<file path="config.mk">
export PLATFORM = sky130hd
export DESIGN_NAME = mem_arbiter
export DESIGN_NICKNAME = d
export VERILOG_FILES = /design/src/rtl/mem_arbiter.sv
export SDC_FILE = /design/constraint.sdc
export NUM_CORES = 1
export LEC_CHECK = 0
export CAP_MARGIN = 20
export CORE_AREA = 10 10 162 164
export DETAILED_ROUTE_END_ITERATION = 8
export DIE_AREA = 0 0 172 174
export REMOVE_ABC_BUFFERS = 1
export SLEW_MARGIN = 20
export SYNTH_ARGS = -nofsm -noshare
export SYNTH_HDL_FRONTEND = slang
export SYNTH_SLANG_ARGS = --single-unit
</file>
<file path="constraint.sdc">
create_clock -name CLK -period 2.75 [get_ports CLK]
set_clock_uncertainty 0.05 [all_clocks]
set_input_delay 0.55 -clock CLK [delete_from_list [all_inputs] [get_ports CLK]]
set_output_delay 0.55 -clock CLK [all_outputs]
set_load 0.01 [all_outputs]
</file>
<file path="src/rtl/mem_arbiter.sv">
// +------------------------------------------------------------------------+
// | mem_arbiter: grants one core I/D cache port at a time to a single RAM.  |
// | Rev 1.0 - initial release                                               |
// +------------------------------------------------------------------------+
`default_nettype none

module mem_arbiter #(
  parameter int CPUS   = 2,
  parameter int WORD_W = 32
) (
  input  logic                          CLK,
  input  logic                          nRST,
  input  logic [CPUS-1:0]               iREN,
  input  logic [CPUS-1:0][WORD_W-1:0]   iaddr,
  output logic [CPUS-1:0]               iwait,
  output logic [CPUS-1:0][WORD_W-1:0]   iload,
  input  logic [CPUS-1:0]               dREN,
  input  logic [CPUS-1:0]               dWEN,
  input  logic [CPUS-1:0][WORD_W-1:0]   daddr,
  input  logic [CPUS-1:0][WORD_W-1:0]   dstore,
  output logic [CPUS-1:0]               dwait,
  output logic [CPUS-1:0][WORD_W-1:0]   dload,
  output logic                          ramREN,
  output logic                          ramWEN,
  output logic [WORD_W-1:0]             ramaddr,
  output logic [WORD_W-1:0]             ramstore,
  input  logic [WORD_W-1:0]             ramload,
  input  logic [1:0]                    ramstate
);

  localparam int         PTR_W        = (CPUS > 1) ? $clog2(CPUS) : 1;
  localparam logic [1:0] c_RAM_ACCESS = 2'd2;

  typedef enum logic [0:0] {
    IDLE = 1'b0,
    BUSY = 1'b1
  } state_t;

  state_t             r_state, w_state_nxt;
  logic [PTR_W-1:0]   r_gnt_core, w_gnt_core_nxt;
  logic               r_gnt_d, w_gnt_d_nxt;
  logic [PTR_W-1:0]   r_rr_ptr, w_rr_ptr_nxt;

  logic               w_d_hit, w_i_hit;
  logic [PTR_W-1:0]   w_d_core, w_i_core, w_idx;
  logic               w_g_req, w_done;

  always_ff @(posedge CLK or negedge nRST) begin
    if (!nRST) begin
      r_state    <= IDLE;
      r_gnt_core <= '0;
      r_gnt_d    <= 1'b0;
      r_rr_ptr   <= '0;
    end else begin
      r_state    <= w_state_nxt;
      r_gnt_core <= w_gnt_core_nxt;
      r_gnt_d    <= w_gnt_d_nxt;
      r_rr_ptr   <= w_rr_ptr_nxt;
    end
  end

  // First requesting port of each class, scanning from rr_ptr with wrap
  always_comb begin
    w_d_hit  = 1'b0;
    w_i_hit  = 1'b0;
    w_d_core = '0;
    w_i_core = '0;
    w_idx    = '0;
    for (int k = 0; k < CPUS; k++) begin
      w_idx = PTR_W'((int'(r_rr_ptr) + k) % CPUS);
      if (!w_d_hit && (dREN[w_idx] || dWEN[w_idx])) begin
        w_d_hit  = 1'b1;
        w_d_core = w_idx;
      end
      if (!w_i_hit && iREN[w_idx]) begin
        w_i_hit  = 1'b1;
        w_i_core = w_idx;
      end
    end
  end

  assign w_g_req = r_gnt_d ? (dREN[r_gnt_core] || dWEN[r_gnt_core]) : iREN[r_gnt_core];
  assign w_done  = (r_state == BUSY) && (ramstate == c_RAM_ACCESS);

  always_comb begin
    w_state_nxt    = r_state;
    w_gnt_core_nxt = r_gnt_core;
    w_gnt_d_nxt    = r_gnt_d;
    w_rr_ptr_nxt   = r_rr_ptr;
    ramREN         = 1'b0;
    ramWEN         = 1'b0;
    ramaddr        = '0;
    ramstore       = '0;
    iwait          = '1;
    dwait          = '1;
    case (r_state)
      IDLE: begin
        if (w_d_hit) begin
          w_state_nxt    = BUSY;
          w_gnt_core_nxt = w_d_core;
          w_gnt_d_nxt    = 1'b1;
        end else if (w_i_hit) begin
          w_state_nxt    = BUSY;
          w_gnt_core_nxt = w_i_core;
          w_gnt_d_nxt    = 1'b0;
        end
      end
      BUSY: begin
        if (w_g_req) begin
          if (r_gnt_d && dWEN[r_gnt_core]) begin
            ramWEN   = 1'b1;
            ramaddr  = daddr[r_gnt_core];
            ramstore = dstore[r_gnt_core];
          end else begin
            ramREN  = 1'b1;
            ramaddr = r_gnt_d ? daddr[r_gnt_core] : iaddr[r_gnt_core];
          end
        end
        // Completion outranks a same-cycle enable drop
        if (w_done) begin
          if (r_gnt_d) dwait[r_gnt_core] = 1'b0;
          else         iwait[r_gnt_core] = 1'b0;
          w_state_nxt  = IDLE;
          w_rr_ptr_nxt = PTR_W'((int'(r_gnt_core) + 1) % CPUS);
        end else if (!w_g_req) begin
          w_state_nxt = IDLE;
        end
      end
      default: w_state_nxt = IDLE;
    endcase
  end

  for (genvar g = 0; g < CPUS; g++) begin : g_load
    assign iload[g] = ramload;
    assign dload[g] = ramload;
  end

endmodule

`default_nettype wire

</file>
==> qor.txt, run 1 <==
fin crit share: 98.48%
first-pass GRT wire length: 26900 µm
FILL cells: 2578
die width: 172 µm
Synth Cell Area: 2770 µm²
initial antenna violation count: 0
Final setup viols: 0
TritonCTS clock tree: done
Post-Layout Cell Count: 756
Hold Fails Final Rpt: 0
Crit. End Element: output pin
core area: 23120 µm²
DRT Pass-1 Iters: 4
largest net degree at the start of global routing: 34
Area Overhead vs Synth: 84.73%
DRC errors left: 0
crit path kind: in -> out
post-DP HPWL: 18220 µm
final worst slack: 0.04167 ns
vias post-DR: 3037
Hold Buf Count CTS: 0
PwrDens: 708.4 nW/µm²
Cell Rows: 56
clk root buf: clkbuf_16
Register Area: 105.1 µm²
Least-Margin Pin Slew: 0.3291 ns
DR WL/cell: 27.53 µm
slowest CP cell: mux4_2
Max Freq: 369.2 MHz
Avg Inst Size Synth: 8.766 µm²
status: complete, no violations
Reg clk slew, reported paths: 0.03 ns
via/cell ratio: 4.017
clock sinks: 4
crit-path cells: buf_2 -> or2_1 -> mux4_2 -> buf_12 -> buf_12 -> and3_1 -> clkdlybuf4s15_1
startpoint types: primary input
gr ovfl total: 0
layout cells sized above 1: 21.03%
commonest non-fill, non-tap cell in the layout: clkdlybuf4s50_1
most frequent cells in the layout: clkdlybuf4s50_1 (231), nor2_1 (36), mux4_2 (33)
Worst Path Max Fanout: 8
PortBufs: 271
crit-path max cell delay: 0.50 ns
die height: 174 µm
clk_lat worst skew: 0.22 ns
gr usage total: 12.72%
Cells after DPL: 748
Synth Warn #: 0
I/O pin total: 432
Yosys cell types: 25
cell count after synthesis: 316
CTS Buf Count: 3
area of the multi-input gates: 1592 µm²
r2r startpoint: r_gnt_core
#FFs+latches synth: 4
Initial Util: 11.98%
total wire length: 20820 µm
hold path depth: 1
post-route design area: 5117 µm²
Die Area: 29930 µm²
Pleak: 2.029 nW
post-layout net count: 702
Iteration-0 DRC Markers: 125
max capacitance violation total: 0
Placement Cell Area: 4956 µm²
Placer Congestion: 0.7802
Hold Crit Start: r_rr_ptr
Final Slew Violations: 0
peak supply drop: 0.2739 mV
H-tree lvl count: 1
register area share after synthesis: 3.613%
HP Class: reg -> reg
hold endpoint: r_rr_ptr
register-to-register setup slack: 0.96 ns
Top delay family on crit path: buffers and inverters
Period minus WS final: 2.708 ns
Detail Route Antenna Nets: 0
Place WS: -0.4635 ns
WP buf/inv: 4
r2r endpoint: r_state
cell mode on critical path: buf_12
clock tree buffer depth: 2
Worst R2R Path Depth: 6
Slew headroom: 78.06%
worst path required time: 2.15 ns
vias in the first global route: 3389
arrival time at the worst endpoint: 2.11 ns
n_diodes: 0
## power by group
group	leakage [nW]	internal [mW]	switching (mW)
combinational	1.95	1.86	1.36
clock	0.0370	0.186	0.0408
sequential	0.0447	0.0955	0.0812
## stage by stage
| step | power (mW) | setup TNS, ns | util [%] | hold slack, ns |
|---|---|---|---|---|
| 6_report | 3.625 | 0 | 22.13 | 0.4600 |
| 5_1_grt | 3.888 | -0.0001315 | 22.13 | 0.4817 |
| 4_1_cts | 3.663 | 0 | 22.06 | 0.4618 |
| 3_5_place_dp | 3.298 | -18.10 | 21.43 | 0.4555 |
| 3_3_place_gp | 3.291 | -17.74 | 21.43 | 0.4581 |
| 2_1_floorplan | 1.707 | -112.73 | - | 0.2044 |
## cell type report
class                           instances  share of cell area (%)
Timing Repair Buffer                  297                   58.00
Multi-Input combinational cell        158                   31.10
Tap cell                              290                   7.090
Sequential cell                         4                   2.054
Clock buffer                            3                   1.467
Inverter                                4                  0.2934
## what timing repair did
| action | in CTS | in global routing |
|---|---|---|
| cloned | 3 | 0 |
| resized for setup | 90 | 37 |
| setup endpoints to repair | 65 | 34 |
| buffers inserted | 3 | 0 |
| pin swaps | 0 | 1 |
## layer usage
metal	vias to the layer above	GRT usage, %	wire length [µm]
li1	1284	-	-
met1	1376	12.90	7469
met2	356	17.68	8021
met3	17	11.69	4446
met4	4	4.132	679
met5	-	6.597	197
## cells by family after synthesis
kind of cell,synth area share (%)
buf+inv,40.33
flops,3.614
simple gates,14.86
compound gates,1.988
mux,39.21
## state kept, by name, summed over array words and instances (netlist names)
register	flops
r_gnt_core	1
r_gnt_d	1
r_rr_ptr	1
r_state	1
## Yosys cell counts (all sizes together)
master / n / area [µm²]
a22oi: 1 / 7.510
and3: 33 / 210.2
mux2: 2 / 22.52
nand4: 2 / 12.51
nand2: 7 / 26.28
buf: 143 / 1076
a21o: 1 / 7.510
or2: 2 / 12.51
nor2b: 1 / 6.260
o211ai: 1 / 7.510
mux2i: 32 / 320.3
nor2: 37 / 138.9
inv: 4 / 15.01
o21bai: 1 / 7.510
o22ai: 1 / 6.260
mux4: 33 / 743.2
dfrtp: 4 / 100.1
clkbuf: 7 / 26.28
o21ai: 1 / 5.000
a21oi: 1 / 5.000
a32oi: 1 / 8.760
nand3: 1 / 5.000
## worst reg2reg max path, cell delays in order, from the launching register on
cell and delay, ns:
dfrtp_4 0.50, mux4_2 0.55, buf_12 0.17, buf_16 0.14, buf_4 0.14, nand2_1 0.06, o21bai_1 0.06
## worst max path at each step
stage | start | end | slack, ns | depth (start not counted)
2_1_floorplan | r_gnt_core | ramstore[0] | -1.81 | 3
3_3_place_gp | dWEN[1] | ramaddr[27] | -0.45 | 6
3_5_place_dp | dWEN[1] | ramaddr[27] | -0.46 | 6
4_1_cts | dWEN[1] | ramaddr[5] | 0.0005 | 7
5_1_grt | dREN[1] | ramaddr[21] | -0.0001 | 7
6_report | dREN[1] | ramaddr[8] | 0.04 | 7
(Power assumes the default switching activity.)
==> run 2: changes to the inputs <==
Settings changed: CORE_AREA 10 10 162 164 to 10 10 161 163, DIE_AREA 0 0 172 174 to 0 0 171 173.
Clock period 2.75 ns to 2.4 ns, I/O delays scaled along.
==> run 2 against run 1 <==
  * The run now ends with setup timing left
  * Worst hold slack got worse by 0.049 ns
  * Flip-flop and latch count unchanged
  * First-iteration DRC count decreased by 26%
  * Die area decreased by 1.2%
  * Power increased by 23%
  * Non-clock buffer count increased by 16
  * Critical path depth unchanged
  * Setup slack got worse by 0.20 ns
  * Critical endpoint is now ramaddr[7]
  * Highest routed layer unchanged
==> qor.txt, run 2 (synthesis gave the netlist of run 1 again) <==
status: finished with violations (was complete, no violations)
violated checks: setup timing
crit path kind: in -> out (unchanged)
post-layout net count: 718 (was 702)
initial antenna violation count: 0 (unchanged)
setup_tns: -2.323 ns (was 0 ns)
r2r startpoint: r_gnt_core (unchanged)
WP buf/inv: 4 (unchanged)
first-pass GRT wire length: 25700 µm (was 26900 µm)
CTS Buf Count: 3 (unchanged)
Area Overhead vs Synth: 88.93% (was 84.73%)
crit-path cells: buf_6 -> or2_1 -> mux4_2 -> clkbuf_16 -> buf_12 -> and3_4 -> buf_6 (was buf_2 -> or2_1 -> mux4_2 -> buf_12 -> buf_12 -> and3_1 -> clkdlybuf4s15_1)
Period minus WS final: 2.555 ns
Worst Path Max Fanout: 5 (was 8)
Worst Setup SP: dWEN[1] (was dREN[1])
startpoint types: primary input (unchanged)
arrival time at the worst endpoint: 2.02 ns (was 2.11 ns)
via/cell ratio: 4.014 (was 4.017)
FILL cells: 2480 (was 2578)
clock tree buffer depth: 2 (unchanged)
DRC errors left: 0 (unchanged)
H-tree lvl count: 1 (unchanged)
fin crit share: 106.5%
Post-Layout Cell Count: 769 (was 756)
layout cells sized above 1: 34.37% (was 21.03%)
clock sinks: 4 (unchanged)
Initial Util: 12.27% (was 11.98%)
Least-Margin Pin Slew: 0.4294 ns (was 0.3291 ns)
PwrDens: 853.7 nW/µm² (was 708.4 nW/µm²)
die height: 173 µm (was 174 µm)
worst path required time: 1.87 ns (was 2.15 ns)
Cells after DPL: 742 (was 748)
post-DP HPWL: 16470 µm (was 18220 µm)
max capacitance violation total: 0 (unchanged)
Place WS: -0.7088 ns (was -0.4635 ns)
PortBufs: 271 (unchanged)
die width: 171 µm (was 172 µm)
gr usage total: 11.88% (was 12.72%)
Crit. End Element: output pin (unchanged)
Pleak: 2.195 nW (was 2.029 nW)
clk root buf: clkbuf_16 (unchanged)
largest net degree at the start of global routing: 40 (was 34)
Cell Rows: 55 (was 56)
final worst slack: -0.1549 ns (was 0.04167 ns)
Hold Fails Final Rpt: 0 (unchanged)
Final Slew Violations: 0 (unchanged)
I/O pin total: 432 (unchanged)
Final setup viols: 32 (was 0)
WHS: 0.4106 ns (was 0.4600 ns)
Iteration-0 DRC Markers: 92 (was 125)
cell mode on critical path: buf_6 (was buf_12)
Max Freq: 391.4 MHz
peak supply drop: 0.3456 mV (was 0.2739 mV)
RSZ-0062 raised after global routing: true
Placer Congestion: 0.7544 (was 0.7802)
vias post-DR: 3087 (was 3037)
slowest CP cell: mux4_2 (unchanged)
DRT Pass-1 Iters: 3 (was 4)
Detail Route Antenna Nets: 0 (unchanged)
most frequent cells in the layout: clkdlybuf4s50_1 (197), nor2_1 (36), mux4_2 (33) (was clkdlybuf4s50_1 (231), nor2_1 (36), mux4_2 (33))
Reg clk slew, reported paths: 0.03 ns (about the same)
HP Class: in -> async (was reg -> reg)
vias in the first global route: 3438 (was 3389)
crit-path max cell delay: 0.61 ns (was 0.50 ns)
TritonCTS clock tree: done (unchanged)
clk_lat worst skew: 0.22 ns (about the same)
Top delay family on crit path: multiplexers (was buffers and inverters)
core area: 22570 µm² (was 23120 µm²)
DR WL/cell: 25.52 µm (was 27.53 µm)
gr ovfl total: 0 (unchanged)
commonest non-fill, non-tap cell in the layout: clkdlybuf4s50_1 (unchanged)
total wire length: 19620 µm (was 20820 µm)
Slew headroom: 71.37% (was 78.06%)
Die Area: 29580 µm² (was 29930 µm²)
## run 2: what timing repair did
item                                    4_1_cts  5_1_grt
endpoints found under the setup margin       69       56
resized for setup                           160      133
hold buffers                                  0        0
setup buffers                                 6       14
pin swaps                                     0        2
cloned                                        4        1
## run 2: final timing paths
check | end | slack (ns) | cells past startpoint
min in group CLK | r_rr_ptr | 0.50 | 1
worst min-delay path | r_gnt_core | 0.41 | 1
worst min register to register | r_rr_ptr | 0.50 | 1
max in group asynchronous | r_gnt_core | 1.70 | 1
worst max register to register | r_state | 0.56 | 6
worst max-delay path | ramaddr[7] | -0.15 | 7
## run 2: report_power, final
| part | internal, mW | switching (mW) |
|---|---|---|
| registers | 0.109 | 0.0511 |
| clock network | 0.219 | 0.0459 |
| logic | 2.36 | 1.68 |
## run 2: per-stage QoR
step                area (µm²)  power [mW]  utilization, %
finish                    5234       4.468           23.19
global route              5231       4.799           23.18
CTS                       5096       4.170           22.58
detailed placement        4955       3.778           21.95
global placement          4955       3.771           21.95
floorplan                 1668       1.955               -
## run 2: area by class of cell
class	instances	area, µm²	share of cell area [%]
clock buffers	4	78.83	1.506
multi-input cells	158	1662	31.75
inverters	4	15.01	0.2869
repair buffers	313	3014	57.59
diodes	1	2.502	0.04781
flip-flops and latches	4	105.1	2.008
well taps	285	356.6	6.813
## run 2: per-layer routing
metal,routed length (µm),vias up,track usage (%),share of wire [%]
met3,4216,17,10.98,21
met1,7164,1416,12.97,37
met4,473,5,2.936,2.4
met5,189,-,5.729,0.96
li1,-,1319,-,-
met2,7578,330,15.80,39
==> run 3: changes to the inputs <==
--- a/constraint.sdc
+++ b/constraint.sdc
@@ -3,3 +3,3 @@
 set_input_delay 0.48 -clock CLK [delete_from_list [all_inputs] [get_ports CLK]]
 set_output_delay 0.48 -clock CLK [all_outputs]
-set_load 0.01 [all_outputs]
+set_load 0.02 [all_outputs]
==> run 3 against run 2 <==
  * The flow still finishes with violations (setup timing)
  * Register-to-register slack improved by 0.12 ns
  * Non-clock buffer count did not move
  * Sequential power fell by 5%
  * Largest cell class unchanged
  * Power rose by 13%
  * Critical path depth did not move
  * Die area did not move
  * Critical endpoint is now ramaddr[14]
==> qor.txt, run 3 (synthesis gave the netlist of run 1 again) <==
max capacitance violation total: 0 (unchanged)
via/cell ratio: 4.042 (was 4.014)
final worst slack: -0.1366 ns (was -0.1549 ns)
arrival time at the worst endpoint: 2.01 ns (was 2.02 ns)
total wire length: 19630 µm (was 19620 µm)
Detail Route Antenna Nets: 0 (unchanged)
first-pass GRT wire length: 25270 µm (was 25700 µm)
Hold Buf Count CTS: 0 (unchanged)
Hold Fails Final Rpt: 0 (unchanged)
HP Class: in -> async (unchanged)
Iteration-0 DRC Markers: 116 (was 92)
RSZ-0062 raised after global routing: true (unchanged)
PortBufs: 271 (unchanged)
n_diodes: 0 (was 1)
Pleak: 2.179 nW (was 2.195 nW)
DRC errors left: 0 (unchanged)
clock tree buffer depth: 2 (unchanged)
P_int: 2.914 mW (was 2.691 mW)
die height: 173 µm (unchanged)
initial antenna violation count: 1 (was 0)
Power, Total: 5.064 mW (was 4.468 mW)
PwrDens: 946.9 nW/µm² (was 853.7 nW/µm²)
largest net degree at the start of global routing: 35 (was 40)
die width: 171 µm (unchanged)
Period minus WS final: 2.537 ns (was 2.555 ns)
clk_lat worst skew: 0.23 ns (was 0.22 ns)
clk root buf: clkbuf_16 (unchanged)
status: finished with violations (unchanged)
Die Area: 29580 µm² (unchanged)
Max Freq: 394.2 MHz (was 391.4 MHz)
CTS Buf Count: 3 (unchanged)
area of the multi-input gates: 1722 µm² (was 1662 µm²)
Initial Util: 12.27% (unchanged)
Logic pwr share: 91.6% (was 90.5%)
Clock Power Share: 5.4% (was 5.9%)
Switching Share: 42.45% (was 39.78%)
TritonCTS clock tree: done (unchanged)
fin crit share: 105.7% (was 106.5%)
Placer Congestion: 0.7661 (was 0.7544)
post-layout net count: 718 (unchanged)
Cell Rows: 55 (unchanged)
DR WL/cell: 25.56 µm (was 25.52 µm)
WHS: 0.4179 ns (was 0.4106 ns)
vias post-DR: 3104 (was 3087)
gr ovfl total: 0 (unchanged)
Register Area: 105.1 µm² (unchanged)
gr usage total: 11.71% (was 11.88%)
Cells after DPL: 753 (was 742)
Slew headroom: 76.16% (was 71.37%)
startpoint types: primary input (unchanged)
Post-Layout Cell Count: 768 (was 769)
Reg clk slew, reported paths: 0.03 ns (about the same)
crit path kind: in -> out (unchanged)
Final Slew Violations: 0 (unchanged)
Area Overhead vs Synth: 93.04% (was 88.93%)
Crit. End Element: output pin (unchanged)
vias in the first global route: 3407 (was 3438)
core area: 22570 µm² (unchanged)
worst path required time: 1.87 ns (about the same)
layout cells sized above 1: 38.51% (was 34.37%)
peak supply drop: 0.3704 mV (was 0.3456 mV)
H-tree lvl count: 1 (unchanged)
Final setup viols: 32 (unchanged)
part of the power in registers: 3.0% (was 3.6%)
DRT Pass-1 Iters: 4 (was 3)
Least-Margin Pin Slew: 0.3577 ns (was 0.4294 ns)
clock sinks: 4 (unchanged)
I/O pin total: 432 (unchanged)
violated checks: setup timing (unchanged)
switching power: 2.150 mW (was 1.777 mW)
Layout Utilization: 23.69% (was 23.19%)
Worst Path Max Fanout: 5 (unchanged)
post-DP HPWL: 16680 µm (was 16470 µm)
FILL cells: 2481 (was 2480)
setup_tns: -1.902 ns (was -2.323 ns)
most frequent cells in the layout: clkdlybuf4s50_1 (195), buf_6 (39), nor2_1 (35) (was clkdlybuf4s50_1 (197), nor2_1 (36), mux4_2 (33))
commonest non-fill, non-tap cell in the layout: clkdlybuf4s50_1 (unchanged)
-- run 3: changes by cell type in the layout (fill, tap and decap cells not counted), moves of 5 or more --
cell / change
clkbuf_2: -23
buf_6: +15
and3_1: -13
and3_4: +13
buf_2: +11
dlygate4sd2_1: -6
buf_4: +5
-- run 3: power groups by stage --
stage	Sequential, mW	Combinational, mW	Clock [mW]
after CTS	0.151	4.29	0.275
final	0.153	4.64	0.271
after floorplan	0.455	1.84	0
after global placement	0.189	4.04	0
after global routing	0.162	4.93	0.284
after detailed placement	0.190	4.06	0
-- run 3: stage by stage --
stage	instance area, µm²	setup slack (ns)
floorplan	1668	-2.235
global placement	5045	-0.7621
detailed placement	5045	-0.7756
CTS	5192	-0.2829
global route	5348	-0.1968
finish	5348	-0.1366
-- run 3: final timing paths --
check,start,endpoint,slack [ns],cells past startpoint
setup / recovery,dREN[1],ramaddr[14],-0.14,7
hold / removal,nRST,r_gnt_core,0.42,1
setup reg to reg,r_gnt_core,r_state,0.68,5
hold reg to reg,r_rr_ptr,r_rr_ptr,0.47,1
max in group asynchronous,nRST,r_gnt_core,1.68,1
min in group CLK,r_rr_ptr,r_rr_ptr,0.47,1
-- run 3: cell type report --
| cell class | instances | area share, % |
|---|---|---|
| clock buffer | 4 | 1.474 |
| tap | 285 | 6.668 |
| timing repair buffer | 313 | 57.42 |
| sequential | 4 | 1.965 |
| multi-input combinational | 158 | 32.19 |
| inverter | 4 | 0.2808 |
-- run 3: worst max-delay path, cell delays in order --
cell    delay, ns
buf_6        0.09
or2_1        0.23
mux4_2       0.59
buf_6        0.19
buf_12       0.13
and3_4       0.16
buf_6        0.12
-- run 3: what timing repair did --
item	in CTS	in global routing
pin swaps	1	2
buffers inserted	6	2
cloned	3	2
endpoints found under the setup margin	70	40
resized for setup	272	112
-- run 3: per-layer routing --
layer	GRT usage, %	part of all wire (%)	up-vias
li1	-	-	1318
met1	12.82	38	1415
met2	16.14	39	341
met3	10.34	20	23
met4	2.320	2.0	7
met5	5.729	1.0	-
